==> config.mk <==
export PLATFORM = sky130hd
export DESIGN_NAME = dcache_tag_ctrl
export DESIGN_NICKNAME = d
export VERILOG_FILES = /design/src/rtl/dcache_tag_pkg.sv /design/src/rtl/dcache_tag_ctrl.sv
export SDC_FILE = /design/constraint.sdc
export NUM_CORES = 1
export LEC_CHECK = 0
export CORE_MARGIN = 2
export CORE_UTILIZATION = 32
export CTS_CLUSTER_DIAMETER = 120
export DETAILED_ROUTE_END_ITERATION = 16
export REMOVE_ABC_BUFFERS = 1
export SLEW_MARGIN = 20
export SYNTH_ARGS = -nofsm -noshare
export SYNTH_HDL_FRONTEND = slang
export SYNTH_SLANG_ARGS = --single-unit
==> constraint.sdc <==
create_clock -name clk -period 3.65 [get_ports clk]
set_input_delay 0.5475 -clock clk [delete_from_list [all_inputs] [get_ports clk]]
set_output_delay 0.5475 -clock clk [all_outputs]
set_load 0.01 [all_outputs]
==> src/rtl/dcache_tag_pkg.sv <==
// Shared types for the dcache tag-array controller.
//   tag_op_e    : operation codes carried on req_op
//   tag_entry_t : one SRAM word {valid, dirty, tag} at the default tag width
//   tag_state_e : controller FSM states
package dcache_tag_pkg;

  localparam int SET_BITS_DEF = 4;
  localparam int TAG_BITS_DEF = 22;

  typedef enum logic [1:0] {
    OP_LOOKUP     = 2'd0,
    OP_FILL       = 2'd1,
    OP_MARK_DIRTY = 2'd2,
    OP_INVAL      = 2'd3
  } tag_op_e;

  typedef struct packed {
    logic                    valid;
    logic                    dirty;
    logic [TAG_BITS_DEF-1:0] tag;
  } tag_entry_t;

  typedef enum logic [1:0] {
    ST_INIT = 2'd0,
    ST_IDLE = 2'd1,
    ST_RMW  = 2'd2
  } tag_state_e;

endpackage

==> src/rtl/dcache_tag_ctrl.sv <==
// Initiator for the 1RW dcache tag SRAM (2**SET_BITS sets x TAG_BITS+2 bits).
// Clears every set after reset, then serves LOOKUP / FILL / MARK_DIRTY / INVAL
// requests from the dcache FSM with a one-cycle registered response.
// Ports:
//   clk, rst_n                 clock, async active-low reset
//   req_valid/req_ready        request handshake (accept at posedge)
//   req_op/set/tag/dirty       request fields
//   resp_valid/hit/dirty/tag   response pulse, stored state before the op
//   init_done                  clear sweep finished
//   sram_csb/web/addr/din      SRAM port drive (combinational)
//   sram_dout                  SRAM read data, sampled at end of read cycle
import dcache_tag_pkg::*;

module dcache_tag_ctrl #(
  parameter int SET_BITS = SET_BITS_DEF,
  parameter int TAG_BITS = TAG_BITS_DEF
) (
  input  logic                clk,
  input  logic                rst_n,
  input  logic                req_valid,
  output logic                req_ready,
  input  logic [1:0]          req_op,
  input  logic [SET_BITS-1:0] req_set,
  input  logic [TAG_BITS-1:0] req_tag,
  input  logic                req_dirty,
  output logic                resp_valid,
  output logic                resp_hit,
  output logic                resp_dirty,
  output logic [TAG_BITS-1:0] resp_tag,
  output logic                init_done,
  output logic                sram_csb,
  output logic                sram_web,
  output logic [SET_BITS-1:0] sram_addr,
  output logic [TAG_BITS+1:0] sram_din,
  input  logic [TAG_BITS+1:0] sram_dout
);

  localparam int ENT_W = TAG_BITS + 2;

  tag_state_e          state_q;
  tag_op_e             op_q;
  logic [SET_BITS-1:0] cnt_q, set_q;
  logic [TAG_BITS-1:0] tag_q;
  logic                pend_q;  // a response is due at the next posedge
  logic                resp_valid_q, resp_hit_q, resp_dirty_q, init_done_q;
  logic [TAG_BITS-1:0] resp_tag_q;

  tag_op_e             req_op_e;
  logic                st_valid, st_dirty, hit;
  logic [TAG_BITS-1:0] st_tag;

  assign req_op_e = tag_op_e'(req_op);
  assign st_valid = sram_dout[ENT_W-1];
  assign st_dirty = sram_dout[ENT_W-2];
  assign st_tag   = sram_dout[TAG_BITS-1:0];
  // Only meaningful while the read issued at the last accept is on dout.
  assign hit      = st_valid && (st_tag == tag_q);

  // SRAM drive. Held idle while in reset so nothing new is captured.
  always_comb begin
    sram_csb  = 1'b1;
    sram_web  = 1'b1;
    sram_addr = '0;
    sram_din  = '0;
    if (rst_n) begin
      case (state_q)
        ST_INIT: begin
          sram_csb  = 1'b0;
          sram_web  = 1'b0;
          sram_addr = cnt_q;
        end
        ST_IDLE: begin
          if (req_valid) begin
            sram_csb  = 1'b0;
            sram_addr = req_set;
            if (req_op_e == OP_FILL) begin
              sram_web = 1'b0;
              sram_din = {1'b1, req_dirty, req_tag};
            end else if (req_op_e == OP_INVAL) begin
              sram_web = 1'b0;
            end
          end
        end
        ST_RMW: begin
          // Miss leaves the entry untouched; hit rewrites it with dirty set.
          if (hit) begin
            sram_csb  = 1'b0;
            sram_web  = 1'b0;
            sram_addr = set_q;
            sram_din  = {2'b11, st_tag};
          end
        end
        default: ;
      endcase
    end
  end

  always_ff @(posedge clk or negedge rst_n) begin
    if (!rst_n) begin
      state_q      <= ST_INIT;
      cnt_q        <= '0;
      op_q         <= OP_LOOKUP;
      set_q        <= '0;
      tag_q        <= '0;
      pend_q       <= 1'b0;
      init_done_q  <= 1'b0;
      resp_valid_q <= 1'b0;
      resp_hit_q   <= 1'b0;
      resp_dirty_q <= 1'b0;
      resp_tag_q   <= '0;
    end else begin
      resp_valid_q <= pend_q;
      if (pend_q) begin
        if (op_q == OP_LOOKUP || op_q == OP_MARK_DIRTY) begin
          resp_hit_q   <= hit;
          resp_dirty_q <= st_dirty;
          resp_tag_q   <= st_tag;
        end else begin
          resp_hit_q   <= 1'b0;
          resp_dirty_q <= 1'b0;
          resp_tag_q   <= '0;
        end
      end
      pend_q <= 1'b0;
      case (state_q)
        ST_INIT: begin
          cnt_q <= cnt_q + 1'b1;
          if (&cnt_q) begin
            state_q     <= ST_IDLE;
            init_done_q <= 1'b1;
          end
        end
        ST_IDLE: begin
          if (req_valid) begin
            pend_q <= 1'b1;
            op_q   <= req_op_e;
            set_q  <= req_set;
            tag_q  <= req_tag;
            if (req_op_e == OP_MARK_DIRTY) state_q <= ST_RMW;
          end
        end
        ST_RMW:  state_q <= ST_IDLE;
        default: state_q <= ST_INIT;
      endcase
    end
  end

  assign req_ready  = (state_q == ST_IDLE);
  assign resp_valid = resp_valid_q;
  assign resp_hit   = resp_hit_q;
  assign resp_dirty = resp_dirty_q;
  assign resp_tag   = resp_tag_q;
  assign init_done  = init_done_q;

endmodule

==> results of run 1 <==
==> registers in the layout, indices dropped and copies added (netlist names), 2 cells and up <==
register and cells:
resp_tag 22, cnt_q 4, state_q 2, tag_q 22, set_q 4
==> layer usage <==
layer,global-route usage,vias to the layer above,part of all wire
met5,0,-,0
met4,0.0584,0,0.012
met3,0.0383,14,0.064
met2,0.294,121,0.46
met1,0.251,1514,0.46
li1,-,1584,-
==> path summary, 6_finish.rpt <==
path                                        startpoint                      end  depth (start not counted)
worst max-delay path                     sram_dout[18]             sram_addr[3]                          6
worst min-delay path                             rst_n   state_q[1]$_DFFE_PN0P_                          2
worst max register to register  state_q[1]$_DFFE_PN0P_     tag_q[8]$_DFFE_PN0P_                          7
worst min register to register    resp_hit$_DFFE_PN0P_     resp_hit$_DFFE_PN0P_                          2
max in group asynchronous                        rst_n  resp_tag[6]$_DFFE_PN0P_                          2
min in group clk                  resp_hit$_DFFE_PN0P_     resp_hit$_DFFE_PN0P_                          2
==> power by group <==
group / total, mW / leakage [nW] / switching [mW] / internal, mW
clock network: 0.754 / 0.127 / 0.264 / 0.490
registers: 1.18 / 0.756 / 0.224 / 0.957
logic: 1.45 / 1.25 / 0.743 / 0.709
==> cells by family after synthesis <==
logic type	synth area share
AOI/OAI and AO/OA	0.114
and+or+nand+nor	0.287
adders and majority gates	0.0184
muxes	0.00627
buffers and inverters	0.0675
xor gates and xnor gates	0.0645
DFF	0.442
==> final cells by class <==
class,instances,area [sq um],share of cell area
well taps,136,170,0.0344
flip-flops and latches,60,1500,0.304
multi-input cells,296,1700,0.343
repair buffers,125,1210,0.246
inverters,29,109,0.0220
clock buffers,12,155,0.0314
clock inverters,4,95.1,0.0193
==> layout by cell type (no fill, tap or decap), types with 6 or more instances in the layout <==
cell	count
and3_1	22
buf_4	13
clkbuf_8	11
clkdlybuf4s50_1	111
dfrtp_1	60
inv_1	29
nand2_1	115
nand3_1	26
nand3b_1	24
nand4_1	6
o21ai_0	27
o21ai_1	20
xnor2_1	17
xor2_1	8
==> metrics by stage <==
stage	setup TNS [ns]	power (mW)	setup slack, ns	cell area (sq um)	hold slack [ns]
2_1_floorplan	0	1.94	0.355	3270	0.252
3_3_place_gp	0	2.62	0.0525	4680	0.464
3_5_place_dp	-0.0253	2.65	-0.0253	4680	0.468
4_1_cts	0	3.42	0.00618	4930	0.230
5_1_grt	-0.0739	3.64	-0.0419	4940	0.239
6_report	0	3.39	0.100	4940	0.229
==> repair_timing <==
item                       4_1_cts  5_1_grt
pin swaps                        1        1
hold buffers                     0        0
buffers inserted                 0        0
setup endpoints to repair        1        4
resized for setup                0        2
==> out/metrics.cfg, run 1 <==
[timing]
setup_viol = 0
timing.final.crit_share = 0.973
final_hold_viol_count = 0
fin_worst_skew_ns = 0.00667
slew_viol_final = 0
worst_slew_pin_slew_ns = 0.751
fmax_mhz = 282
relSlewSlack = 0.499
layout_min_cycle_time_ns = 3.55
rsz0062_at_grt = true

[logic_synthesis]
yosysWarningCount = 0
synthCells = 414
yosys.area.top_type_share = 0.442
ys_top_cells_by_count = nand2_1 (115), dfrtp_1 (60), inv_1 (29), o21ai_0 (27), nand3_1 (26)
ys.flop_type = dfrtp_1
yosysSeqAreaShare = 0.442
synth-async-reset-ratio = 1.00
yosys.area.top_type = dfrtp_1
synth_edf_count = 0
synthDistinctLibCells = 34
netlist_area_sq_um = 3390
yosysMostFrequentCell = nand2_1
syn_avg_cell_area_sq_um = 8.20
netlist_top_cells_area = dfrtp_1 (44%), nand2_1 (13%), nand3b_1 (5.3%)
synth-seq-cells = 60

[place]
gp_congestion = 0.783
port_buffers = 112
place_hpwl_um = 7120
dp_cells = 646

[layout]
nNetsFinal = 582
stdcell_count = 662
n_fill_cell = 1006
fin_util = 0.478
syn2layout_area_growth_pct = 45.6
drive_above_1_share = 0.0703
diodes = 0

[route]
wl_per_cell_um = 15.3
postRouteAntennaNets = 0
dr.pass1.iters = 5
vias_per_cell = 4.88
drc = 0
drtIter0Drc = 134
wirelength_um = 10100
num_vias = 3233

[clock_tree]
cts_buffers = 9
clk_latency_ns = 0.33
cts_tree = yes
clkTransAtPathRegs_ns = 0.07
htreeDepth = 3
root_buffer = clkbuf_8
max-clock-path-buffers = 2
clock_sinks = 60

[die]
die-area_sq_um = 11400
io_pins = 113
start_util = 0.329
die_height_um = 107
num_rows = 37
core_sq_um = 10300
die_width_um = 107

[global_routing]
overflow = 0
grt_max_degree = 49
grt.total_usage = 0.185
grt_pass1_vias = 3351
antenna_found_initial = 0
grt_pass1_wl_um = 16700

[power]
ir_drop_mv = 0.395
cellPowerDensity_nw_per_um2 = 686
p_leak_nw = 2.13

[critical_path]
start_kind = input port
worstPathArrival_ns = 3.00
cp_cell_sequence = clkdlybuf4s50_1, xnor2_1, nand4_1, or4_4, o31ai_2, clkdlybuf4s50_1
critPathTopFamily = buffers and inverters
cp-end-kind = primary output
max_stage_delay_ns = 0.74
r2r_slack_ns = 1.76
worst-path-buf-inv = 2
cpMostUsedCell = clkdlybuf4s50_1
crit_slowest_cell = or4_4
critPathKind = in2out
crit_fanout = 31
cp.required_ns = 3.10

[min_path]
hp-class = in2async

[job]
cap_violations = 0

[outcome]
outcome = finished clean

No activity file was read; power rests on OpenSTA's default activity.
==> run 2: changes to the inputs <==
Settings changed: PLACE_DENSITY from default to 0.62.
==> out/metrics.cfg, run 2 (same netlist as run 1, synthesis figures left out) <==
[power]
ir_drop_mv = 0.349  ; -12%
p_leak_nw = 2.11  ; -0.99%
cellPowerDensity_nw_per_um2 = 658  ; -4.0%
power.total_mw = 3.23  ; -4.6%

[route]
drc = 0  ; unchanged
wl_per_cell_um = 15.3  ; +0.48%
wirelength_um = 10100  ; +0.33%
dr.pass1.iters = 4  ; -1
drtIter0Drc = 153  ; +14%
num_vias = 3240  ; +0.22%
postRouteAntennaNets = 0  ; unchanged
vias_per_cell = 4.90  ; +0.37%

[clock_tree]
post_cts_buffers = 0  ; unchanged
max-clock-path-buffers = 2  ; unchanged
root_buffer = clkbuf_8
cts_hold_buf = 0  ; unchanged
clkTransAtPathRegs_ns = 0.07  ; about the same
htreeDepth = 3  ; unchanged
cts_buffers = 9  ; unchanged
cts_resized = 0  ; unchanged
cts_tree = yes
clk_latency_ns = 0.33  ; about the same
clock_sinks = 60  ; unchanged

[critical_path]
r2r_slack_ns = 1.78  ; +0.02 ns
timing.critical_path.from = sram_dout[9]
critPathKind = in2out
crit_fanout = 31  ; unchanged
start_kind = input port
worstPathArrival_ns = 3.02  ; +0.02 ns
r2r_end = resp_hit$_DFFE_PN0P_
cp-end-kind = primary output
worstSetupEndpoint = sram_addr[3]
cp.required_ns = 3.10  ; about the same
reg2reg_from = tag_q[13]$_DFFE_PN0P_
rr_worst_depth = 4  ; -3

[die]
die_height_um = 107  ; unchanged
die_width_um = 107  ; unchanged
start_util = 0.329  ; unchanged
num_rows = 37  ; unchanged
core_sq_um = 10300  ; unchanged
io_pins = 113  ; unchanged
die-area_sq_um = 11400  ; unchanged

[timing]
worst_slew_pin_slew_ns = 0.783  ; +0.0314 ns
relSlewSlack = 0.478  ; -0.0209
fin_worst_skew_ns = 0.00643  ; -0.000244 ns
postLayoutSetupSlackWorst_ns = 0.0793  ; -0.0211 ns
slew_viol_final = 0  ; unchanged
fmax_mhz = 280  ; -0.59%
timing.setup.tns_ns = 0  ; unchanged
timing.final.crit_share = 0.978  ; +0.00578
final_hold_viol_count = 0  ; unchanged
rsz0062_at_grt = false
setup_viol = 0  ; unchanged
layout_min_cycle_time_ns = 3.57  ; +0.0211 ns

[global_routing]
antenna_found_initial = 0  ; unchanged
met2_usage = 0.290  ; -0.00409
overflow = 0  ; unchanged
grt_pass1_vias = 3294  ; -1.7%
grt_util_met1 = 0.248  ; -0.00307
grtUsageMet3 = 0.0450  ; +0.00669
grt.total_usage = 0.186  ; +0.00162
grt_max_degree = 45  ; -8.2%
gr-max-usage-layer = met2
grt_pass1_wl_um = 16700  ; about the same

[layout]
drive_above_1_share = 0.0705  ; +0.000134
syn2layout_area_growth_pct = 44.6
n_fill_cell = 997  ; -0.89%
diodes = 0  ; unchanged
most-common-layout-cells = nand2_1 (115), clkdlybuf4s50_1 (111), dfrtp_1 (60), inv_1 (29), o21ai_0 (27)
fin_util = 0.475  ; -0.00315
nNetsFinal = 582  ; unchanged
layout_commonest_cell = nand2_1
stdcell_count = 661  ; -0.15%

[job]
cap_violations = 0  ; unchanged

[place]
port_buffers = 112  ; unchanged
place_hpwl_um = 7030  ; -1.2%
dp_cells = 646  ; unchanged
post-place-ws_ns = 0.0885  ; +0.114 ns
gp_congestion = 0.838  ; +7.0%

[min_path]
hp-class = in2async

[outcome]
outcome = finished clean

run 2: cell count changes in the layout (fill, tap and decap cells not counted):
cell / change
bufinv_16: -3
buf_12: +2
buf_4: -2
clkbuf_8: +2
o31ai_1: -1
o31ai_2: +1
run 2: layer usage:
| metal | vias to the layer above | share of wire |
|---|---|---|
| met5 | - | 0 |
| met4 | 0 | 0.023 |
| met3 | 17 | 0.071 |
| met2 | 117 | 0.45 |
| met1 | 1523 | 0.45 |
| li1 | 1583 | - |
run 2: worst min-delay path by stage:
stage | start | endpoint | depth (start not counted)
after floorplan | rst_n | cnt_q[0]$_DFFE_PN0P_ | 0
after global placement | rst_n | state_q[1]$_DFFE_PN0P_ | 1
after detailed placement | rst_n | state_q[1]$_DFFE_PN0P_ | 1
after CTS | rst_n | state_q[0]$_DFFE_PN0P_ | 1
after global routing | rst_n | state_q[0]$_DFFE_PN0P_ | 1
final | rst_n | state_q[0]$_DFFE_PN0P_ | 1
run 2: area by class of cell:
| type | instances | area (sq um) | share of cell area |
|---|---|---|---|
| clock buffers | 14 | 183 | 0.0372 |
| clock inverters | 1 | 5.00 | 0.00102 |
| inverters | 29 | 109 | 0.0222 |
| multi-input cells | 296 | 1700 | 0.347 |
| flip-flops and latches | 60 | 1500 | 0.306 |
| well taps | 136 | 170 | 0.0347 |
| repair buffers | 125 | 1240 | 0.252 |
run 2: metrics by stage:
| step | hold WS [ns] | instance area, sq um |
|---|---|---|
| global placement | 0.384 | 4700 |
| CTS | 0.0191 | 4890 |
| floorplan | 0.252 | 3270 |
| detailed placement | 0.384 | 4700 |
| global route | 0.0148 | 4910 |
| finish | 0.0301 | 4910 |
run 2: power breakdown:
part	internal (mW)	leakage [nW]	switching (mW)
Combinational	0.724	1.26	0.732
Sequential	0.957	0.756	0.241
Clock	0.317	0.0986	0.260
run 2: worst max-delay path, stage by stage:
cell,delay (ns)
clkdlybuf4s50_1,0.53
xnor2_1,0.14
nand4_1,0.15
or4_4,0.77
o31ai_2,0.28
clkdlybuf4s50_1,0.58
